## src/rtl/fft_frame_loader.sv

```systemverilog
// fft_frame_loader: serial-to-frame input stage for the 8-point FFT core.
// Samples arrive over valid/ready and are gathered into a ping-pong pair of
// 8-word banks. A full bank is shown on x0..x7 until frame_ack consumes it.
// An in_sof on a mid-frame accept drops the partial frame and restarts at
// index 0.
// Optional feature macro: FFT_LOADER_STATS_EN builds the frame/drop counters.
// When the macro is undefined, both counter ports are tied to zero.
module fft_frame_loader #(
    parameter int DATA_W = 32
) (
    input  logic              clk,
    input  logic              rst,
    input  logic              in_valid,
    output logic              in_ready,
    input  logic [DATA_W-1:0] in_data,
    input  logic              in_sof,
    output logic [DATA_W-1:0] x0,
    output logic [DATA_W-1:0] x1,
    output logic [DATA_W-1:0] x2,
    output logic [DATA_W-1:0] x3,
    output logic [DATA_W-1:0] x4,
    output logic [DATA_W-1:0] x5,
    output logic [DATA_W-1:0] x6,
    output logic [DATA_W-1:0] x7,
    output logic              frame_valid,
    input  logic              frame_ack,
    output logic              misalign,
    output logic [15:0]       frame_cnt,
    output logic [15:0]       drop_cnt
);

    logic [1:0][7:0][DATA_W-1:0] mem;
    logic       wr_bank;
    logic       rd_bank;
    logic [2:0] wr_ptr;
    logic [1:0] bank_full;
    logic [1:0] bank_full_nxt;

    logic accept;
    logic realign;
    logic last;
    logic ack;

    // in_ready and frame_valid depend only on flops.
    assign in_ready    = !bank_full[wr_bank];
    assign frame_valid = bank_full[rd_bank];

    assign accept  = in_valid & in_ready;
    assign realign = accept & in_sof & (wr_ptr != 3'd0);
    assign last    = accept & !realign & (wr_ptr == 3'd7);
    assign ack     = frame_ack & bank_full[rd_bank];

    assign x0 = mem[rd_bank][0];
    assign x1 = mem[rd_bank][1];
    assign x2 = mem[rd_bank][2];
    assign x3 = mem[rd_bank][3];
    assign x4 = mem[rd_bank][4];
    assign x5 = mem[rd_bank][5];
    assign x6 = mem[rd_bank][6];
    assign x7 = mem[rd_bank][7];

    // Fill/drain flags. An accept needs the write bank empty, and an ack needs
    // the read bank full. A completion and an ack in the same cycle therefore
    // always hit different banks, so both updates can apply together.
    always_comb begin
        bank_full_nxt = bank_full;
        if (last)
            bank_full_nxt[wr_bank] = 1'b1;
        if (ack)
            bank_full_nxt[rd_bank] = 1'b0;
    end

    // Bank storage, pointers and the misalign pulse.
    always_ff @(posedge clk or posedge rst) begin
        if (rst) begin
            mem       <= '0;
            wr_bank   <= 1'b0;
            rd_bank   <= 1'b0;
            wr_ptr    <= 3'd0;
            bank_full <= 2'b00;
            misalign  <= 1'b0;
        end else begin
            bank_full <= bank_full_nxt;
            misalign  <= realign;
            if (accept)
                mem[wr_bank][realign ? 3'd0 : wr_ptr] <= in_data;
            if (realign)
                wr_ptr <= 3'd1;
            else if (accept)
                wr_ptr <= wr_ptr + 3'd1;   // the pointer wraps from 7 to 0 on its own
            if (last)
                wr_bank <= ~wr_bank;
            if (ack)
                rd_bank <= ~rd_bank;
        end
    end

`ifdef FFT_LOADER_STATS_EN
    // Statistics counters. They are 16 bits wide and wrap freely.
    always_ff @(posedge clk or posedge rst) begin
        if (rst) begin
            frame_cnt <= 16'd0;
            drop_cnt  <= 16'd0;
        end else begin
            if (last)
                frame_cnt <= frame_cnt + 16'd1;
            if (realign)
                drop_cnt <= drop_cnt + 16'd1;
        end
    end
`else
    assign frame_cnt = 16'd0;
    assign drop_cnt  = 16'd0;
`endif

endmodule

```

## config.mk

```make
export PLATFORM = sky130hd
export DESIGN_NAME = fft_frame_loader
export DESIGN_NICKNAME = d
export VERILOG_FILES = /design/src/rtl/fft_frame_loader.sv
export SDC_FILE = /design/constraint.sdc
export NUM_CORES = 1
export LEC_CHECK = 0
export ABC_AREA = 0
export CAP_MARGIN = 5
export CORE_ASPECT_RATIO = 0.9
export CORE_UTILIZATION = 59
export CTS_CLUSTER_SIZE = 16
export DETAILED_ROUTE_END_ITERATION = 10
export PLACE_DENSITY = 0.87
export SLEW_MARGIN = 40
export SYNTH_ARGS = -nofsm -noshare
export SYNTH_HDL_FRONTEND = slang
export SYNTH_SLANG_ARGS = --single-unit
```

## constraint.sdc

```tcl
create_clock -name clk -period 32.1 [get_ports clk]
set_input_delay 9.63 -clock clk [delete_from_list [all_inputs] [get_ports clk]]
set_output_delay 9.63 -clock clk [all_outputs]
set_load 0.02 [all_outputs]
```

==> out/results.txt, run 1 <==
outcome = completed
area grow syn2layout = 21.1%
leakage = 13.0 nW
maximum VDD drop = 105 uV
most frequent cells in the layout = mux2_2, dfrtp_1, clkdlybuf4s50_1
largest net degree at the start of global routing = 137
Hold Vio Cnt, Final = 0
Post-DP HPWL = 35.4 mm
maximum clock insertion buffer count = 3
Skew-Pair Late Insertion Delay = 0.55 ns
Initial Util = 60.6%
Initial DRC Count = 688
Cell Count, Final, Fillers Out = 2266
drt via density = 5.86
CTS tree = yes
number of enable flip-flop cells after synthesis = 0
Worst EP arrival = 3.55 ns
RSZ-0062 raised after global routing = no
Resized cells post-CTS = 0
Power, Total = 2.87 mW
post-CTS setup buffers = 0
Main synth FF type = dfrtp_1
die height = 189 um
core area = 37600 sq um
Pins Over Slew Limit = 0
Placed Cells = 2177
DRC Markers = 0
post-synth design cell area = 22800 sq um
crit path time final = 13.18 ns
clk root buf = clkbuf_16
Hold Crit Class = reg -> reg
FF+latch count, synth = 520
IO Count = 328
Worst-Margin Slew = 0.853 ns
Worst Reg-to-Reg Cells = 7
layout cells sized above 1 = 42.8%
initial antenna violation count = 0
Distinct cells, synth = 29
Worst EP required = 22.47 ns
DR pass1 iterations = 4
die area = 39400 sq um
first-pass GRT wire length = 86.0 mm
main area contributors after synthesis = dfrtp_1, mux2_2, mux2_1
Max Cap Violations = 0
leading cell type in the layout, fill and taps excluded = mux2_2
Hold Slack = 0.485 ns
die width = 209 um
CTS H-tree depth = 2
gr usage total = 28.5%
Crit Path Max Fanout = 72
routability-driven placement congestion ratio = 0.859
Setup TNS Final = 0 ns
Final period util = 41.0%
Max-slew headroom = 43.0%
top-area cell type share of the netlist area = 57.1%
cell taking the most area after synthesis = dfrtp_1
Yosys Warn Count = 0
CP endpoint kind = primary output
pwr dens = 104 nW/um^2
Hold Path Stages = 1
number of global-route vias before repair = 14372
WL final = 55.5 mm
Worst Skew = 0.0115 ns
I/O Buffers = 295
Max Clk Rate = 0.0759 GHz
CTS Hold Bufs = 0
WL/cell = 24.5 um
detailed-route via count = 13273
total gr overflow = 0
post-layout util = 73.4%
Cells after Synth = 1494
final net count = 1787
Setup CP Type = reg -> out
antenna cell count = 0
Synth Area per Inst = 15.3 sq um
TritonCTS Sinks = 520
Final setup viols = 0
Critical Path Source Type = register
CTS clock-pin slew for the worst setup and hold paths = 0.06 ns
fraction of registers with async set/reset = 100%
Antenna Nets Post-Route = 0
CTS buffer count = 49
Core Rows = 67
post-synthesis sequential area ratio = 57.1%
[final cells by class]
cell class | count | area [sq um]
sequential | 520 | 13000
fill | 2394 | 10000
multi-input combinational | 858 | 9250
timing repair buffer | 313 | 3140
clock buffer | 77 | 1430
tap | 483 | 604
clock inverter | 10 | 153
inverter | 5 | 31.3
[path summary, 6_finish.rpt]
kind	end	slack (ns)	from
worst max-delay path	x5[26]	18.92	rd_bank$_DFFE_PP0P_
worst min-delay path	mem[178]$_DFFE_PP0P_	0.49	mem[178]$_DFFE_PP0P_
worst max register to register	mem[65]$_DFFE_PP0P_	29.12	wr_ptr[0]$_DFFE_PP0P_
worst min register to register	mem[178]$_DFFE_PP0P_	0.49	mem[178]$_DFFE_PP0P_
max in group asynchronous	mem[176]$_DFFE_PP0P_	19.90	rst
min in group asynchronous	mem[193]$_DFFE_PP0P_	9.59	rst
[logic make-up after synthesis]
| group | synth area share [%] |
|---|---|
| xor gates and xnor gates | 0.0384 |
| muxes | 38.0 |
| adders and majority gates | 0.165 |
| DFF | 57.1 |
| AOI/OAI and AO/OA | 0.302 |
| other | 0.0164 |
| and+or+nand+nor | 1.16 |
| buffers and inverters | 3.25 |
[critical path, stage by stage (launching register included)]
cell	delay, ns
dfrtp_4	0.74
buf_6	0.58
buf_6	0.56
mux2_2	0.42
clkdlybuf4s50_1	0.55
[registers in the layout (all words and copies together) (netlist names)]
register   flops
mem          512
misalign       1
bank_full      2
wr_bank        1
wr_ptr         3
rd_bank        1
[stage by stage]
| stage | cell area (sq um) | worst slack (ns) |
|---|---|---|
| 2_1_floorplan | 22900 | 7.94 |
| 3_3_place_gp | 25900 | 18.28 |
| 3_5_place_dp | 26000 | 18.77 |
| 4_1_cts | 27600 | 18.16 |
| 5_1_grt | 27600 | 18.78 |
| 6_report | 27600 | 18.92 |
[synth_stat cells (2+ instances only)]
master      n
nor3_4      4
a21oi_1     2
buf_4      33
mux2_2    657
mux2_1    112
inv_1       5
nand2_2     3
nand2_1    15
clkbuf_1   56
nor2_1      7
nand2b_1    2
nor3_2      4
ha_1        3
o21ai_0     5
dfrtp_1   520
buf_2      53
[per-layer routing]
layer | up-vias | wire (um) | track usage, % | share of wire [%]
met5 | - | 0 | 0 | 0
met4 | 0 | 1080 | 7.15 | 1.9
met3 | 73 | 2720 | 4.90 | 4.9
met2 | 370 | 27400 | 47.6 | 49
met1 | 7093 | 24300 | 39.1 | 44
li1 | 5737 | - | - | -
[where the power goes]
part | internal, mW | switching (mW) | leakage, nW
sequential | 0.902 | 0.145 | 6.80
clock | 0.337 | 0.240 | 0.773
combinational | 0.662 | 0.584 | 5.39
total | 1.90 | 0.968 | 13.0
Power figures use the tool's default switching activity.
==> run 2, diff against run 1 <==
- CORE_UTILIZATION: 59 -> 55
- PLACE_DENSITY: 0.87 -> 0.82
- clock period: 32.1 -> 13.4 ns (I/O delays scaled with it)
==> run 2 against run 1 <==
Sequential power grew 140%. Core utilization fell by 4.8 points. Clock skew rose by 0.0052 ns. Clock-buffer cell count stayed put. Clock power rose to 2.6 times the previous value. Cell count increased by 2.8%. Sequential share of layout area is 0.54 points lower. Cell area up 1.2%. Via count is essentially flat. Wire length is 0.26% higher. Non-clock buffer count up 4. Critical path type unchanged. Largest power group unchanged.
==> out/results.txt, run 2 (synthesis gave the netlist of run 1 again) <==
outcome = completed (unchanged)
CTS H-tree depth = 2 (unchanged)
leading cell type in the layout, fill and taps excluded = mux2_2 (unchanged)
die width = 217 um (was 209 um)
Initial Util = 56.0% (was 60.6%)
Final period util = 58.7%
DR pass1 iterations = 5 (was 4)
Pins Over Slew Limit = 0 (unchanged)
die area = 42300 sq um (was 39400 sq um)
Setup TNS Final = 0 ns (unchanged)
Resized cells post-CTS = 0 (unchanged)
Max-slew headroom = 47.8% (was 43.0%)
max reg flops = 512 (unchanged)
Worst EP required = 9.38 ns (was 22.47 ns)
Final setup viols = 0 (unchanged)
area of the multi-input gates = 9240 sq um (was 9250 sq um)
Core Rows = 70 (was 67)
total gr overflow = 0 (unchanged)
clk root buf = clkbuf_16 (unchanged)
leakage = 13.1 nW (was 13.0 nW)
Post-DP HPWL = 35.6 mm (was 35.4 mm)
number of global-route vias before repair = 14144 (was 14372)
design area = 27900 sq um (was 27600 sq um)
IO Count = 328 (unchanged)
routability-driven placement congestion ratio = 0.801 (was 0.859)
layout cells sized above 1 = 43.4% (was 42.8%)
largest net degree at the start of global routing = 110 (was 137)
final net count = 1794 (was 1787)
Skew-Pair Late Insertion Delay = 0.58 ns (was 0.55 ns)
CP endpoint kind = primary output (unchanged)
RSZ-0062 raised after global routing = no (unchanged)
Crit Path Max Fanout = 80 (was 72)
maximum VDD drop = 182 uV (was 105 uV)
DRC Markers = 0 (unchanged)
Reg area = 13000 sq um (unchanged)
I/O Buffers = 295 (unchanged)
maximum clock insertion buffer count = 3 (unchanged)
WL final = 55.7 mm (was 55.5 mm)
first-pass GRT wire length = 86.1 mm (was 86.0 mm)
drt via density = 5.70 (was 5.86)
WL/cell = 23.9 um (was 24.5 um)
Hold Crit Class = reg -> reg (unchanged)
detailed-route via count = 13275 (was 13273)
die height = 195 um (was 189 um)
CTS Hold Bufs = 0 (unchanged)
top flop regs = mem x512, wr_ptr x3, bank_full x2 (unchanged)
Largest Register = mem (unchanged)
Setup CP Type = reg -> out (unchanged)
Max Cap Violations = 0 (unchanged)
dpl cell area = 26200 sq um (was 26000 sq um)
CTS tree = yes (unchanged)
TritonCTS Sinks = 520 (unchanged)
most frequent cells in the layout = mux2_2, dfrtp_1, clkdlybuf4s50_1 (unchanged)
Initial DRC Count = 730 (was 688)
Hold Vio Cnt, Final = 0 (unchanged)
Max Clk Rate = 0.127 GHz
CTS clock-pin slew for the worst setup and hold paths = 0.06 ns (about the same)
area grow syn2layout = 22.5% (was 21.1%)
gr usage total = 26.9% (was 28.5%)
Antenna Nets Post-Route = 0 (unchanged)
core area = 40700 sq um (was 37600 sq um)
pwr dens = 249 nW/um^2 (was 104 nW/um^2)
filler instances = 2806 (was 2394)
Worst EP arrival = 3.85 ns (was 3.55 ns)
Worst Skew = 0.0167 ns (was 0.0115 ns)
Critical Path Source Type = register (unchanged)
initial antenna violation count = 2 (was 0)
crit path time final = 7.87 ns
CTS buffer count = 52 (was 49)
post-CTS setup buffers = 0 (unchanged)
Worst-Margin Slew = 0.782 ns (was 0.853 ns)
==> run 2: changes by cell type in the layout (fill, tap and decap cells not counted), moves of 2 or more <==
cell       before  now
buf_12          2    4
buf_16          0    3
buf_4           9   11
buf_6           5    2
clkbuf_1       18   10
clkbuf_16      49   53
clkbuf_8       12   16
clkinv_2        5    7
==> run 2: area by class of cell <==
class,instances,area share [%]
Antenna cell,1,0.00895
Clock buffer,77,5.57
Multi-Input combinational cell,858,33.1
Timing Repair Buffer,317,11.6
Inverter,5,0.0806
Sequential cell,520,46.6
Tap cell,540,2.42
Clock inverter,12,0.663
==> run 2: through the flow <==
| stage | utilization, % | hold WS [ns] | instances | setup slack (ns) | total power, mW |
|---|---|---|---|---|---|
| 2_1_floorplan | - | 0.452 | 1525 | 2.32 | 4.24 |
| 3_3_place_gp | 63.9 | 0.463 | 2233 | 5.97 | 5.41 |
| 3_5_place_dp | 64.3 | 0.473 | 2239 | 6.15 | 5.50 |
| 4_1_cts | 68.6 | 0.489 | 2328 | 5.51 | 7.02 |
| 5_1_grt | 68.6 | 0.501 | 2330 | 5.36 | 7.29 |
| 6_report | 68.6 | 0.483 | 2330 | 5.53 | 6.97 |
==> run 2: path summary, 6_finish.rpt <==
| kind | startpoint | to | slack [ns] | depth (start not counted) |
|---|---|---|---|---|
| setup reg to reg | wr_ptr[0]$_DFFE_PP0P_ | mem[339]$_DFFE_PP0P_ | 10.63 | 7 |
| setup / recovery | rd_bank$_DFFE_PP0P_ | x6[13] | 5.53 | 4 |
| min in group asynchronous | rst | mem[415]$_DFFE_PP0P_ | 3.80 | 3 |
| hold reg to reg | mem[291]$_DFFE_PP0P_ | mem[291]$_DFFE_PP0P_ | 0.48 | 1 |
| max in group asynchronous | rst | mem[13]$_DFFE_PP0P_ | 8.31 | 6 |
| hold / removal | mem[291]$_DFFE_PP0P_ | mem[291]$_DFFE_PP0P_ | 0.48 | 1 |
==> run 2: per-layer routing <==
metal | routed length, um | track usage (%) | vias to the layer above
li1 | - | - | 5756
met2 | 26100 | 41.7 | 379
met1 | 24800 | 37.8 | 7083
met5 | 13 | 0 | -
met3 | 4040 | 7.68 | 55
met4 | 716 | 5.53 | 2
==> run 2: power by group <==
group | switching (mW) | total [mW] | leakage, nW | internal [mW]
registers | 0.367 | 2.53 | 6.80 | 2.16
logic | 1.37 | 2.96 | 5.42 | 1.59
clock network | 0.592 | 1.48 | 0.864 | 0.892
total | 2.33 | 6.97 | 13.1 | 4.64
==> run 2: critical path: stages (launching register included) <==
cell             delay [ns]
dfrtp_4                0.82
buf_4                  0.70
buf_6                  0.63
mux2_2                 0.42
clkdlybuf4s50_1        0.55
